File: src/rtl/bridge_pkg.sv
// Shared types, constants and slot-decode helper for the system bridge.
// Latency: n/a (declarations only).
// Backpressure: n/a.
package bridge_pkg;

    typedef enum logic [1:0] {
        IDLE = 2'd0,
        BUSY = 2'd1,
        RESP = 2'd2
    } state_t;

    localparam logic [31:0] BRIDGE_ERR_DATA = 32'h1234_ABCD;
    localparam int          HWINT_W         = 6;

    // Slot i covers [base + i*stride, base + i*stride + window).
    // Arithmetic is carried in 64 bits so a base beyond 2^32 is detected and never hits.
    function automatic logic hit(
        input logic [31:0] addr,
        input int unsigned i,
        input logic [31:0] base,
        input logic [31:0] stride,
        input logic [31:0] window
    );
        logic [63:0] slot_base;
        logic [63:0] slot_end;
        logic [63:0] addr_w;
        slot_base = {32'd0, base} + (64'(i) * {32'd0, stride});
        slot_end  = slot_base + {32'd0, window};
        addr_w    = {32'd0, addr};
        hit = (slot_base[63:32] == 32'd0) && (addr_w >= slot_base) && (addr_w < slot_end);
    endfunction

endpackage

File: src/rtl/bridge_int_sync.sv
// Registers peripheral IRQs, synchronises ext_int through two flops, packs hw_int.
// Latency: dev_irq -> hw_int 1 cycle, ext_int -> hw_int 2 cycles.
// Backpressure: none; hw_int is a level vector, nothing is latched.
module bridge_int_sync
    import bridge_pkg::*;
#(
    parameter int NUM_DEV = 2
) (
    input  logic               clk,
    input  logic               reset,
    input  logic [NUM_DEV-1:0] dev_irq,
    input  logic               ext_int,
    output logic [HWINT_W-1:0] hw_int
);

    logic [NUM_DEV-1:0] irq_q, irq_d;
    logic               ext_meta_q, ext_meta_d;
    logic               ext_sync_q, ext_sync_d;

    // Next values: one stage for the synchronous IRQs, two-stage shift for ext_int.
    always_comb begin
        irq_d      = dev_irq;
        ext_meta_d = ext_int;
        ext_sync_d = ext_meta_q;
    end

    // Interrupt flops, cleared asynchronously.
    always_ff @(posedge clk or posedge reset) begin
        if (reset) begin
            irq_q      <= '0;
            ext_meta_q <= 1'b0;
            ext_sync_q <= 1'b0;
        end else begin
            irq_q      <= irq_d;
            ext_meta_q <= ext_meta_d;
            ext_sync_q <= ext_sync_d;
        end
    end

    // Pack: device IRQs in the low bits, external interrupt just above, zeros beyond.
    always_comb begin
        hw_int              = '0;
        hw_int[NUM_DEV-1:0] = irq_q;
        hw_int[NUM_DEV]     = ext_sync_q;
    end

endmodule

File: src/rtl/sys_bridge_mc.sv
// CPU-to-peripheral bridge: address decode, registered req/ack transaction, IRQ aggregation.
// Latency: hit ack 2 cycles after req plus device wait states; decode miss ack after 1 cycle.
// Backpressure: pr_req ignored outside IDLE; BUSY waits on dev_rdy (bounded when BRIDGE_TIMEOUT_EN).
module sys_bridge_mc
    import bridge_pkg::*;
#(
    parameter int          NUM_DEV     = 2,
    parameter logic [31:0] BASE_ADDR   = 32'h0000_7F00,
    parameter logic [31:0] DEV_STRIDE  = 32'h10,
    parameter logic [31:0] DEV_WINDOW  = 32'd12,
    parameter int          TIMEOUT_CYC = 15
) (
    input  logic                  clk,
    input  logic                  reset,
    input  logic                  pr_req,
    input  logic [29:0]           pr_addr,
    input  logic                  pr_we,
    input  logic [31:0]           pr_wd,
    output logic                  pr_ack,
    output logic [31:0]           pr_rd,
    output logic                  pr_err,
    output logic [HWINT_W-1:0]    hw_int,
    output logic [29:0]           dev_addr,
    output logic [31:0]           dev_wd,
    output logic [NUM_DEV-1:0]    dev_sel,
    output logic [NUM_DEV-1:0]    dev_we,
    input  logic [32*NUM_DEV-1:0] dev_rd,
    input  logic [NUM_DEV-1:0]    dev_rdy,
    input  logic [NUM_DEV-1:0]    dev_irq,
    input  logic                  ext_int
);

    localparam int IDX_W = (NUM_DEV > 1) ? $clog2(NUM_DEV) : 1;

    state_t           state_q, state_d;
    logic [29:0]      addr_q, addr_d;
    logic [31:0]      wd_q, wd_d;
    logic             we_q, we_d;
    logic [IDX_W-1:0] idx_q, idx_d;
    logic             first_q, first_d;
    logic [31:0]      rd_q, rd_d;
    logic             err_q, err_d;

    logic             dec_hit;
    logic [IDX_W-1:0] dec_idx;
    logic             sel_rdy;
    logic [31:0]      sel_rd;

`ifdef BRIDGE_TIMEOUT_EN
    localparam int CNT_W = ($clog2(TIMEOUT_CYC) < 4) ? 4 : $clog2(TIMEOUT_CYC);
    logic [CNT_W-1:0] cnt_q, cnt_d;
`endif

    // Decode the incoming byte address; scanning downward lets the lowest hit index win.
    always_comb begin
        dec_hit = 1'b0;
        dec_idx = '0;
        for (int i = NUM_DEV - 1; i >= 0; i--) begin
            if (hit({pr_addr, 2'b00}, unsigned'(i), BASE_ADDR, DEV_STRIDE, DEV_WINDOW)) begin
                dec_hit = 1'b1;
                dec_idx = IDX_W'(i);
            end
        end
    end

    // Response mux from the latched slot.
    always_comb begin
        sel_rdy = dev_rdy[idx_q];
        sel_rd  = dev_rd[32*int'(idx_q) +: 32];
    end

    // Transaction FSM: next state and next values of the latched request/response fields.
    always_comb begin
        state_d = state_q;
        addr_d  = addr_q;
        wd_d    = wd_q;
        we_d    = we_q;
        idx_d   = idx_q;
        first_d = 1'b0;
        rd_d    = rd_q;
        err_d   = err_q;
`ifdef BRIDGE_TIMEOUT_EN
        cnt_d   = cnt_q;
`endif
        unique case (state_q)
            IDLE: begin
                if (pr_req) begin
                    addr_d = pr_addr;
                    wd_d   = pr_wd;
                    we_d   = pr_we;
                    idx_d  = dec_idx;
                    if (dec_hit) begin
                        state_d = BUSY;
                        first_d = 1'b1;
`ifdef BRIDGE_TIMEOUT_EN
                        cnt_d   = '0;
`endif
                    end else begin
                        state_d = RESP;
                        rd_d    = BRIDGE_ERR_DATA;
                        err_d   = 1'b1;
                    end
                end
            end
            BUSY: begin
                // A ready device wins over a timeout expiring in the same cycle.
                if (sel_rdy) begin
                    state_d = RESP;
                    rd_d    = we_q ? 32'd0 : sel_rd;
                    err_d   = 1'b0;
                end
`ifdef BRIDGE_TIMEOUT_EN
                else if (cnt_q == CNT_W'(TIMEOUT_CYC - 1)) begin
                    state_d = RESP;
                    rd_d    = BRIDGE_ERR_DATA;
                    err_d   = 1'b1;
                end else begin
                    cnt_d = cnt_q + 1'b1;
                end
`endif
            end
            RESP: begin
                state_d = IDLE;
            end
            default: begin
                state_d = IDLE;
            end
        endcase
    end

    // Bridge state and latched fields; reset drops any in-flight transaction.
    always_ff @(posedge clk or posedge reset) begin
        if (reset) begin
            state_q <= IDLE;
            addr_q  <= '0;
            wd_q    <= '0;
            we_q    <= 1'b0;
            idx_q   <= '0;
            first_q <= 1'b0;
            rd_q    <= '0;
            err_q   <= 1'b0;
`ifdef BRIDGE_TIMEOUT_EN
            cnt_q   <= '0;
`endif
        end else begin
            state_q <= state_d;
            addr_q  <= addr_d;
            wd_q    <= wd_d;
            we_q    <= we_d;
            idx_q   <= idx_d;
            first_q <= first_d;
            rd_q    <= rd_d;
            err_q   <= err_d;
`ifdef BRIDGE_TIMEOUT_EN
            cnt_q   <= cnt_d;
`endif
        end
    end

    // Device-side strobes: select held through BUSY, write strobe on its first cycle only.
    always_comb begin
        dev_sel = '0;
        dev_we  = '0;
        if (state_q == BUSY) begin
            dev_sel[idx_q] = 1'b1;
            dev_we[idx_q]  = we_q & first_q;
        end
    end

    assign pr_ack   = (state_q == RESP);
    assign pr_rd    = rd_q;
    assign pr_err   = err_q;
    assign dev_addr = addr_q;
    assign dev_wd   = wd_q;

    bridge_int_sync #(
        .NUM_DEV(NUM_DEV)
    ) u_int_sync (
        .clk    (clk),
        .reset  (reset),
        .dev_irq(dev_irq),
        .ext_int(ext_int),
        .hw_int (hw_int)
    );

endmodule

File: config.mk
export PLATFORM = sky130hd
export DESIGN_NAME = sys_bridge_mc
export DESIGN_NICKNAME = d
export VERILOG_FILES = /design/src/rtl/bridge_pkg.sv /design/src/rtl/bridge_int_sync.sv /design/src/rtl/sys_bridge_mc.sv
export SDC_FILE = /design/constraint.sdc
export NUM_CORES = 1
export LEC_CHECK = 0
export BUFFER_PORTS_ARGS = -buffer_cell sky130_fd_sc_hd__buf_2
export CORE_MARGIN = 2
export CORE_UTILIZATION = 30
export DETAILED_ROUTE_END_ITERATION = 10
export SYNTH_ARGS = -nofsm -noshare
export SYNTH_HDL_FRONTEND = slang
export SYNTH_SLANG_ARGS = --single-unit
File: constraint.sdc
create_clock -name clk -period 2.9 [get_ports clk]
set_input_delay 0.29 -clock clk [delete_from_list [all_inputs] [get_ports clk]]
set_output_delay 0.29 -clock clk [all_outputs]
set_load 0.01 [all_outputs]
==> results.txt, run 1 <==
----------------------------------------------------
[Worst setup path]
  CP cell instances ... a21oi_1 -> and4_1 -> a21oi_4 -> o32ai_1
  Kind of critical path ... reg2reg
  Worst setup EP type ... flip-flop
  Peak per-stage delay on the critical path ... between 700 and 800 ps
  Flop-to-flop setup slack ... between 900 and 1000 ps
  Maximum fanout along the worst path ... 33
  Worst path slowest cell ... a21oi_4
  Startpoint type of the worst setup path ... flip-flop
  Crit path required time ... between 3000 and 4000 ps
  Crit path DAT ... ~2100 ps

[Global routing]
  Antenna violations before repair ... 0
  Pin count of the biggest net entering global routing ... 45
  Overflow after GRT ... 0
  Vias in the first global route ... 3786
  First-pass GRT wire length ... approximately 19000 um
  Global Route Usage Sum ... 15.19%

[Yosys]
  Synth unique cells ... 36
  Syn Std Cell Area ... between 4000 and 5000 um^2
  Share of Yosys cell area claimed by the top area cell type ... between 50% and 60%
  Post-synthesis cell count ... roughly 460
  Yosys top cell by area ... dfrtp_1
  Seq/Total Area, Yosys ... 57.02%
  Leading post-synthesis cells by cell area ... dfrtp_1 (57%), nand2_1 (16%), mux2i_1 (7.0%), o32ai_2 (3.2%), o21a_1 (2.5%)
  Flip-flop and latch count after synthesis ... 104
  Average footprint of a synthesized cell ... 10.01 um^2
  Main flop type after synthesis ... dfrtp_1
  Fraction of registers with async set or reset after synthesis ... 100.0%
  Count of flip-flops with a built-in enable after synthesis ... 0
  Count of synthesis-stage warnings from yosys ... 0

[Clocking]
  Post-CTS repair timing setup buffer count ... 0
  Clk root buf ... clkbuf_16
  Clock-pin transition on the worst setup and hold timing paths ... ~70 ps
  Count of H-tree levels built during CTS ... 3
  Clock tree from TritonCTS ... done
  Maximum count of clock buffers along a single path ... 2
  Insertion delay to the later sink of the worst-skew pair ... 350 ps
  Clock Sink Count ... roughly 100
  Clock buffer count from CTS ... 9

[Cells and area]
  Post-layout util ... around two fifths
  Most common library cell in the layout ignoring fill and taps ... buf_2
  Synthesis-to-layout area growth ... 36.68%
  Number of nets in the final layout ... roughly 800
  Share of layout cells above drive strength 1 ... 41.01%
  Most used cells in the layout excluding fill and tap cells ... buf_2 (237), nand2_1 (189), dfrtp_1 (103), mux2i_1 (32), inv_1 (19)
  Final std cell area, no fill ... between 6000 and 7000 um^2
  Antenna cell count ... 0

[Routing]
  Post-DRT Antenna Nets ... 0
  Wire length reported by the detailed router ... approximately 12000 um
  Via count normalized by instance count ... about 4.4
  Routed wire length per instance ... between 10 and 15 um
  Total via count after detailed routing ... around 3900
  DRC violation count after routing ... 0
  DR pass1 iterations ... 4
  Number of DRC markers in iteration 0 ... 123

[Run status]
  Status ... finished, final reports clean

[STA]
  Final-report setup violation count ... 0
  Final period utilization ... 67.28%
  Worst-Margin Slew ... ~1000 ps
  Final critical-path required period ... between 1500 and 2000 ps
  Max Clk Rate ... about 0.51 GHz
  Worst Setup Slack, final ... 949.0 ps
  Slew Limit Fails ... 0
  Setup repair after global routing missed its margin ... no
  Number of hold-slack violations in the final timing report ... 0
  Worst Skew ... ~7 ps
  Setup TNS after final layout ... 0 ps
  Worst-case headroom to the max-slew limit ... approximately a third

[Power and ir drop]
  Total power per unit cell area ... 567.7 nW/um^2
  Worst supply voltage drop on vdd ... about 240 uV
  Cell leakage power ... 3.199 nW

[Floorplanning]
  Count of boundary I/O pins ... approximately 240
  Number of rows in the core area ... between 40 and 50
  Die footprint ... about 16000 um^2
  Effective utilization at floorplan ... 30.36%
  Core Area ... roughly 15000 um^2
  Vert. Die Dim ... 127.3 um
  Horizontal die dimension ... about 130 um

[Hold path]
  Classification of the worst-slack hold path ... in2reg

[Placement]
  HPWL reported at the end of detailed placement ... between 9000 and 10000 um
  Post-placement setup slack ... ~770 ps
  Last weighted congestion value of the routability-driven placer ... approximately 0.75
  Post-placement cell area ... 5899 um^2
  Total of buffers placed on input and output ports ... between 200 and 250

[Run]
  Max-Cap Viols ... 0

----------------------------------------------------
[sequential cells by signal, summed over array words and instances (netlist names)]
| register | flops |
|---|---|
| dev_addr | 30 |
| we_q | 1 |
| pr_rd | 32 |
| dev_wd | 32 |
| pr_err | 1 |
| state_q | 2 |
| u_int_sync.irq_q | 2 |
| first_q | 1 |
| u_int_sync.ext_meta_q | 1 |
| idx_q | 1 |
| u_int_sync.ext_sync_q | 1 |
[cell type report]
class / count / area [um^2]
sequential: 104 / 2604
multi-input combinational: 304 / 1710
timing repair buffer: 246 / 1281
tap: 188 / 235.2
fill: 1524 / 8795
clock inverter: 6 / 90.09
clock buffer: 10 / 239.0
inverter: 20 / 78.83
[critical path, delay by kind of cell, from the launching register on]
kind / cells / cell delay (ps)
AOI/OAI and AO/OA: 3 / 1060
DFF: 1 / 450
and+or+nand+nor: 1 / 230
[per-layer routing]
layer	wire length, um	track usage (%)	vias up
met5	0	0	-
met1	5336	19.09	1801
met2	5836	25.39	159
met4	187	5.624	0
met3	961	3.811	12
li1	-	-	1935
[per-stage QoR]
stage,cells,total power [mW],hold WS (ps)
finish,878,3.542,49.73
CTS,878,3.617,31.88
global route,878,3.751,35.07
floorplan,458,1.951,321.4
global placement,861,2.242,329.0
detailed placement,861,2.244,331.6
[kinds of logic (layout without fill, tap and decap cells)]
family	count (synthesis)	after routing	synth area share, %
simple gates	213	213	19.27
flops	104	104	57.02
other cells	1	3	0.08216
buf+inv	50	282	5.757
mux	33	33	7.346
compound gates	55	55	10.53
[path summary, 6_finish.rpt]
| path | from | end | cells past startpoint |
|---|---|---|---|
| setup / recovery | state_q[0]$_DFFE_PP0P_ | pr_rd[22]$_DFFE_PP0P_ | 4 |
| hold / removal | dev_irq[0] | u_int_sync.irq_q[0]$_DFF_PP0_ | 1 |
| setup reg to reg | state_q[0]$_DFFE_PP0P_ | pr_rd[22]$_DFFE_PP0P_ | 4 |
| hold reg to reg | u_int_sync.ext_meta_q$_DFF_PP0_ | u_int_sync.ext_sync_q$_DFF_PP0_ | 0 |
| max in group asynchronous | reset | idx_q$_DFFE_PP0P_ | 4 |
| min in group asynchronous | reset | state_q[1]$_DFFE_PP0P_ | 3 |
[report_power, final]
group	internal (mW)	total (mW)	switching, mW
Sequential	1.58	1.65	0.0756
Combinational	0.232	0.554	0.321
Clock	0.785	1.34	0.550
Total	2.60	3.54	0.947
[synthesized netlist by cell type (all sizes together), types with 2 or more instances]
cell type	number
clkbuf	7
and4	2
nand2	191
o21a	15
buf	23
o22ai	2
o21ai	16
mux2i	32
a21oi	2
inv	20
and2	2
nor4b	4
nor2b	2
dfrtp	104
o32ai	17
nor2	6
[what timing repair did]
item | CTS | global route
hold buffers | 1 | 0
gates resized for setup | 0 | 0
hold endpoints to repair | 16 | 0
(Power assumes the default switching activity.)
==> run 2: changes to the inputs <==
--- a/config.mk
+++ b/config.mk
@@ -5,6 +5,7 @@
 export SDC_FILE = /design/constraint.sdc
 export NUM_CORES = 1
 export LEC_CHECK = 0
+export ABC_AREA = 1
 export BUFFER_PORTS_ARGS = -buffer_cell sky130_fd_sc_hd__buf_2
 export CORE_MARGIN = 2
 export CORE_UTILIZATION = 30
==> constraint.sdc (replaced) <==
create_clock -name clk -period 1.65 [get_ports clk]
set_input_delay 0.165 -clock clk [delete_from_list [all_inputs] [get_ports clk]]
set_output_delay 0.165 -clock clk [all_outputs]
set_load 0.01 [all_outputs]
==> results.txt, run 2 <==
----------------------------------------------------
[Clocking]
  Clk root buf ... clkbuf_16
  Clock Sink Count ... approximately 100
  Insertion delay to the later sink of the worst-skew pair ... about 350 ps
  Clock-pin transition on the worst setup and hold timing paths ... around 80 ps
  Clock buffer count from CTS ... 9
  Count of H-tree levels built during CTS ... 3
  Maximum count of clock buffers along a single path ... 2
  Clock tree from TritonCTS ... done

[STA]
  Worst Setup Slack, final ... 94.39 ps
  Slew Limit Fails ... 0
  Final period utilization ... between 90% and 100%
  Worst Skew ... slightly above 6 ps
  Worst-Margin Slew ... approximately 540 ps
  Final critical-path required period ... ~1600 ps
  Number of hold-slack violations in the final timing report ... 0
  Final-report setup violation count ... 0
  Worst-case headroom to the max-slew limit ... 64.14%
  Max Clk Rate ... ~0.64 GHz

[Worst setup path]
  Worst setup EP type ... output port
  Cell family with the largest share of critical-path delay ... buffers and inverters
  Crit path DAT ... ~1400 ps
  Maximum fanout along the worst path ... 19
  Flop-to-flop setup slack ... ~140 ps
  Startpoint type of the worst setup path ... flip-flop
  Kind of critical path ... reg2out
  Number of buffers and inverters on the critical path ... 3
  CP cell instances ... buf_4 -> buf_6 -> nor3_1 -> buf_2
  Worst path slowest cell ... dfrtp_1
  Crit path required time ... roughly 1500 ps
  Peak per-stage delay on the critical path ... between 400 and 500 ps

[Yosys]
  Main flop type after synthesis ... dfrtp_1
  Flip-flop and latch count after synthesis ... 104
  Post-synthesis cell count ... approximately 460
  Average footprint of a synthesized cell ... slightly above 10 um^2
  Count of synthesis-stage warnings from yosys ... 0
  Share of Yosys cell area claimed by the top area cell type ... between 50% and 60%
  Synth unique cells ... 26
  Leading post-synthesis cells by cell area ... dfrtp_1 (56%), mux2_2 (14%), nand2_1 (9.4%), nand3_1 (3.9%), o21ai_0 (3.8%)
  Syn Std Cell Area ... ~4600 um^2
  Leading cell types by count after synthesis ... nand2_1 (116), dfrtp_1 (104), mux2_2 (59)
  Cell with the most instances after synthesis ... nand2_1
  Fraction of registers with async set or reset after synthesis ... 100.0%
  Seq/Total Area, Yosys ... a little under three fifths
  Yosys top cell by area ... dfrtp_1
  Count of flip-flops with a built-in enable after synthesis ... 0

[Global routing]
  Pin count of the biggest net entering global routing ... 53
  Met3 usage ... 5.156%
  Overflow after GRT ... 0
  First-pass GRT wire length ... about 20000 um
  Vias in the first global route ... a little under 4000
  Met1 global-route usage ... 19.15%
  Global Route Usage Sum ... ~16%
  Busiest layer in global routing ... met2
  Fraction of met2 tracks used by global routing ... roughly a quarter
  Antenna violations before repair ... 0

[Cells and area]
  Number of inserted filler cells in the final layout ... about 1500
  Share of layout cells above drive strength 1 ... 48.43%
  Synthesis-to-layout area growth ... 38.44%
  Number of nets in the final layout ... between 800 and 900
  Antenna cell count ... 0
  Final std cell area, no fill ... 6435 um^2
  Most used cells in the layout excluding fill and tap cells ... buf_2 (237), nand2_1 (115), dfrtp_1 (104), mux2_2 (59), nand3_1 (36)
  Most common library cell in the layout ignoring fill and taps ... buf_2
  Post-layout util ... a little over two fifths

[Placement]
  Post-placement setup slack ... roughly 56 ps
  Post-placement cell area ... 6061 um^2
  HPWL reported at the end of detailed placement ... 9559 um
  Total of buffers placed on input and output ports ... 237
  Last weighted congestion value of the routability-driven placer ... 0.7676

[Power and ir drop]
  Switching part of the total ... 27.52%
  Internal power component ... 4.618 mW
  Seq pwr share ... around 47%
  Total power per unit cell area ... approximately 990 nW/um^2
  Portion of total power attributed to the clock network ... 35.2%
  Cell leakage power ... about 3.3 nW
  Net switching power figure ... between 1.5 and 2 mW
  Fraction of power consumed by combinational cells ... a little under a fifth
  Worst supply voltage drop on vdd ... 517.3 uV
  Overall power ... approximately 6.4 mW

[Floorplanning]
  Vert. Die Dim ... 128.5 um
  Core Area ... between 15000 and 20000 um^2
  Effective utilization at floorplan ... a little under a third
  Count of boundary I/O pins ... between 200 and 250
  Die footprint ... between 15000 and 20000 um^2
  Horizontal die dimension ... roughly 130 um
  Number of rows in the core area ... 45

[Routing]
  Total via count after detailed routing ... around 4100
  Number of DRC markers in iteration 0 ... 146
  DRC violation count after routing ... 0
  Routed wire length per instance ... roughly 14 um
  DR pass1 iterations ... 4
  Via count normalized by instance count ... 4.561
  Wire length reported by the detailed router ... between 10000 and 15000 um
  Post-DRT Antenna Nets ... 0

[Run]
  Max-Cap Viols ... 0

[Hold path]
  Classification of the worst-slack hold path ... in2reg

[Run status]
  Status ... finished, final reports clean

----------------------------------------------------
run 2: path summary, 6_finish.rpt:
check	end	cells past startpoint	from
worst max-delay path	dev_we[0]	4	idx_q$_DFFE_PP0P_
worst min-delay path	dev_wd[14]$_DFFE_PP0P_	2	pr_wd[14]
worst max register to register	pr_rd[0]$_DFFE_PP0P_	7	state_q[0]$_DFFE_PP0P_
worst min register to register	u_int_sync.ext_sync_q$_DFF_PP0_	0	u_int_sync.ext_meta_q$_DFF_PP0_
max in group asynchronous	pr_rd[26]$_DFFE_PP0P_	4	reset
min in group asynchronous	dev_addr[19]$_DFFE_PP0P_	3	reset
run 2: layer usage:
metal / part of all wire, % / vias up
met3: 8.3 / 12
met1: 43 / 1911
met4: 1.2 / 0
met2: 48 / 155
li1: - / 1981
met5: 0 / -
run 2: kinds of logic (layout without fill, tap and decap cells):
logic type / Yosys count / count (layout) / synth area share (%)
AND/OR/NAND/NOR: 195 / 195 / 17.77
other: 1 / 3 / 0.08068
buffers and inverters: 42 / 285 / 5.329
multiplexers: 59 / 59 / 14.29
AO/OA/AOI/OAI: 56 / 56 / 6.541
flip-flops: 104 / 104 / 55.99
run 2: power by group through the flow:
| stage | Clock, mW | Combinational (mW) | Sequential (mW) |
|---|---|---|---|
| 2_1_floorplan | 0 | 0.473 | 3.14 |
| 3_3_place_gp | 0 | 1.16 | 3.01 |
| 3_5_place_dp | 0 | 1.18 | 3.01 |
| 4_1_cts | 2.31 | 1.18 | 2.97 |
| 5_1_grt | 2.44 | 1.28 | 3.00 |
| 6_report | 2.24 | 1.16 | 2.97 |
run 2: per-stage QoR:
step | TNS, ps | hold WS [ps] | cells
after global routing | -6.664 | 22.20 | 890
after global placement | 0 | 148.2 | 869
after detailed placement | 0 | 150.0 | 869
after floorplan | 0 | 196.4 | 459
final | 0 | 40.60 | 890
after CTS | 0 | 21.52 | 889
run 2: what timing repair did:
action,CTS,global route
resized for setup,0,5
setup buffers,0,1
hold buffers,4,0
endpoints found under the hold margin,13,0
setup endpoints to repair,0,34
run 2: worst reg2reg max path, stage by stage (launching register included):
cell and delay [ps]:
dfrtp_1 420, inv_2 150, nor2_8 60, nand3_2 80
o211a_2 320, nand2_8 190, nand2_1 130, nand2_1 60
run 2: layout make-up:
cell class                      count  area [um^2]  share of cell area [%]
Clock buffer                        9        225.2                   3.500
Inverter                           11        46.29                  0.7194
Clock inverter                      7        85.08                   1.322
Timing Repair Buffer              258         1428                   22.19
Tap cell                          188        235.2                   3.655
Sequential cell                   104         2603                   40.44
Multi-Input combinational cell    313         1813                   28.17
==> run 3: changes to the inputs <==
--- a/config.mk
+++ b/config.mk
@@ -7,7 +7,6 @@
 export LEC_CHECK = 0
 export ABC_AREA = 1
 export BUFFER_PORTS_ARGS = -buffer_cell sky130_fd_sc_hd__buf_2
-export CORE_MARGIN = 2
 export CORE_UTILIZATION = 30
 export DETAILED_ROUTE_END_ITERATION = 10
 export SYNTH_ARGS = -nofsm -noshare
==> results.txt, run 3 (same netlist as run 2, synthesis figures left out) <==
----------------------------------------------------
[Power and ir drop]
  Worst supply voltage drop on vdd ... 504.8 uV
  Total power per unit cell area ... a little under 1000 nW/um^2
  Cell leakage power ... roughly 3.3 nW
  Overall power ... between 6 and 7 mW

[Worst setup path]
  Kind of critical path ... reg2out
  Worst path slowest cell ... dfrtp_2
  Worst setup EP type ... output port
  Crit path DAT ... 1400 ps
  R2r worst-path depth ... 8
  CP cell instances ... nor2_8 -> buf_8 -> inv_1 -> nor2_1 -> buf_2
  Crit path required time ... roughly 1500 ps
  Peak per-stage delay on the critical path ... approximately 450 ps
  Maximum fanout along the worst path ... 4
  Startpoint type of the worst setup path ... flip-flop

[Run status]
  Status ... finished, final reports clean

[Routing]
  Via count normalized by instance count ... about 4.6
  Total via count after detailed routing ... around 4100
  DR pass1 iterations ... 4
  Number of DRC markers in iteration 0 ... ~140
  Post-DRT Antenna Nets ... 0
  Wire length reported by the detailed router ... approximately 13000 um
  DRC violation count after routing ... 0
  Routed wire length per instance ... 14.17 um

[Placement]
  Last weighted congestion value of the routability-driven placer ... around 0.74
  Placed insts ... between 800 and 900
  HPWL reported at the end of detailed placement ... approximately 9100 um
  Total of buffers placed on input and output ports ... 237

[Floorplanning]
  Number of rows in the core area ... 45
  Die footprint ... roughly 16000 um^2
  Count of boundary I/O pins ... 241
  Core Area ... approximately 15000 um^2
  Effective utilization at floorplan ... between 30% and 40%
  Horizontal die dimension ... between 100 and 150 um
  Vert. Die Dim ... roughly 130 um

[STA]
  Worst-case headroom to the max-slew limit ... between 60 and 70%
  Worst-Margin Slew ... ~560 ps
  Setup repair after global routing missed its margin ... no
  Final period utilization ... 94.66%
  Max Clk Rate ... roughly 0.64 GHz
  Final-report setup violation count ... 0
  Slew Limit Fails ... 0
  Setup TNS after final layout ... 0 ps
  Final critical-path required period ... between 1500 and 2000 ps
  Worst Skew ... ~9 ps
  Number of hold-slack violations in the final timing report ... 0

[Hold path]
  Hold Path Depth ... 2
  Classification of the worst-slack hold path ... in2reg

[Cells and area]
  Area of the multi-input gates ... 1818 um^2
  Seq. cell area ... between 2000 and 3000 um^2
  Antenna cell count ... 0
  Synthesis-to-layout area growth ... 37.71%
  Share of layout cells above drive strength 1 ... between 40% and 50%
  Most common library cell in the layout ignoring fill and taps ... buf_2
  Number of inserted filler cells in the final layout ... around 1500
  Number of nets in the final layout ... just over 800
  Most used cells in the layout excluding fill and tap cells ... buf_2 (237), nand2_1 (115), dfrtp_1 (102), mux2_2 (59), nand3_1 (36)
  Finished Layout Cells ... slightly below 900

[Clocking]
  Clock Sink Count ... between 100 and 150
  Maximum count of clock buffers along a single path ... 2
  Clock buffer count from CTS ... 9
  Clock tree from TritonCTS ... done
  Clk root buf ... clkbuf_16
  Count of H-tree levels built during CTS ... 3
  Insertion delay to the later sink of the worst-skew pair ... 360 ps
  Clock-pin transition on the worst setup and hold timing paths ... around 80 ps

[Global routing]
  Antenna violations before repair ... 1
  Pin count of the biggest net entering global routing ... 105
  Overflow after GRT ... 0
  Vias in the first global route ... 3994
  First-pass GRT wire length ... between 15000 and 20000 um
  Global Route Usage Sum ... ~16%

[Run]
  Max-Cap Viols ... 0

----------------------------------------------------
==> run 3: timing repair <==
action,CTS,global route
hold endpoints to repair,30,0
pin swaps,1,2
resized for setup,5,4
endpoints found under the setup margin,4,4
buffers inserted,2,2
hold buffers,4,0
==> run 3: layout make-up <==
class	count	area share, %
Sequential cell	104	40.70
Multi-Input combinational cell	313	28.40
Inverter	11	0.7232
Timing Repair Buffer	257	21.85
Clock buffer	9	3.518
Clock inverter	7	1.134
Tap cell	188	3.675
==> run 3: final timing paths <==
| kind | slack, ps | startpoint | to |
|---|---|---|---|
| hold / removal | 30 | pr_wd[1] | dev_wd[1]$_DFFE_PP0P_ |
| setup / recovery | 90 | state_q[1]$_DFFE_PP0P_ | dev_sel[0] |
| min in group asynchronous | 520 | reset | dev_addr[16]$_DFFE_PP0P_ |
| hold reg to reg | 350 | u_int_sync.ext_meta_q$_DFF_PP0_ | u_int_sync.ext_sync_q$_DFF_PP0_ |
| max in group asynchronous | 690 | reset | idx_q$_DFFE_PP0P_ |
| setup reg to reg | 150 | state_q[0]$_DFFE_PP0P_ | pr_rd[28]$_DFFE_PP0P_ |
==> run 3: critical path, delay by kind of cell, from the launching register on <==
kind                   cells  cell delay, ps
AND/OR/NAND/NOR            2             260
buffers and inverters      3             330
flip-flops                 1             450
==> run 3: routing by layer <==
| metal | GRT usage, % | share of wire, % |
|---|---|---|
| met5 | 0 | 0 |
| met4 | 7.725 | 2.1 |
| met3 | 4.513 | 8.2 |
| met2 | 25.84 | 47 |
| met1 | 19.94 | 43 |
==> run 3: metrics by stage <==
stage	setup WS, ps	area, um^2	hold slack [ps]	util [%]
finish	88.10	6401	30.51	42.26
global route	4.028	6401	22.42	42.26
CTS	1.115	6372	15.20	42.07
detailed placement	108.0	6006	274.8	39.65
global placement	123.4	6006	273.7	39.65
floorplan	239.4	4659	196.4	-
==> run 3: power by group <==
group | total (mW) | leakage (nW) | switching, mW | internal [mW]
Sequential | 2.97 | 1.25 | 0.138 | 2.83
Clock | 2.13 | 0.143 | 1.06 | 1.07
Combinational | 1.15 | 1.91 | 0.579 | 0.571
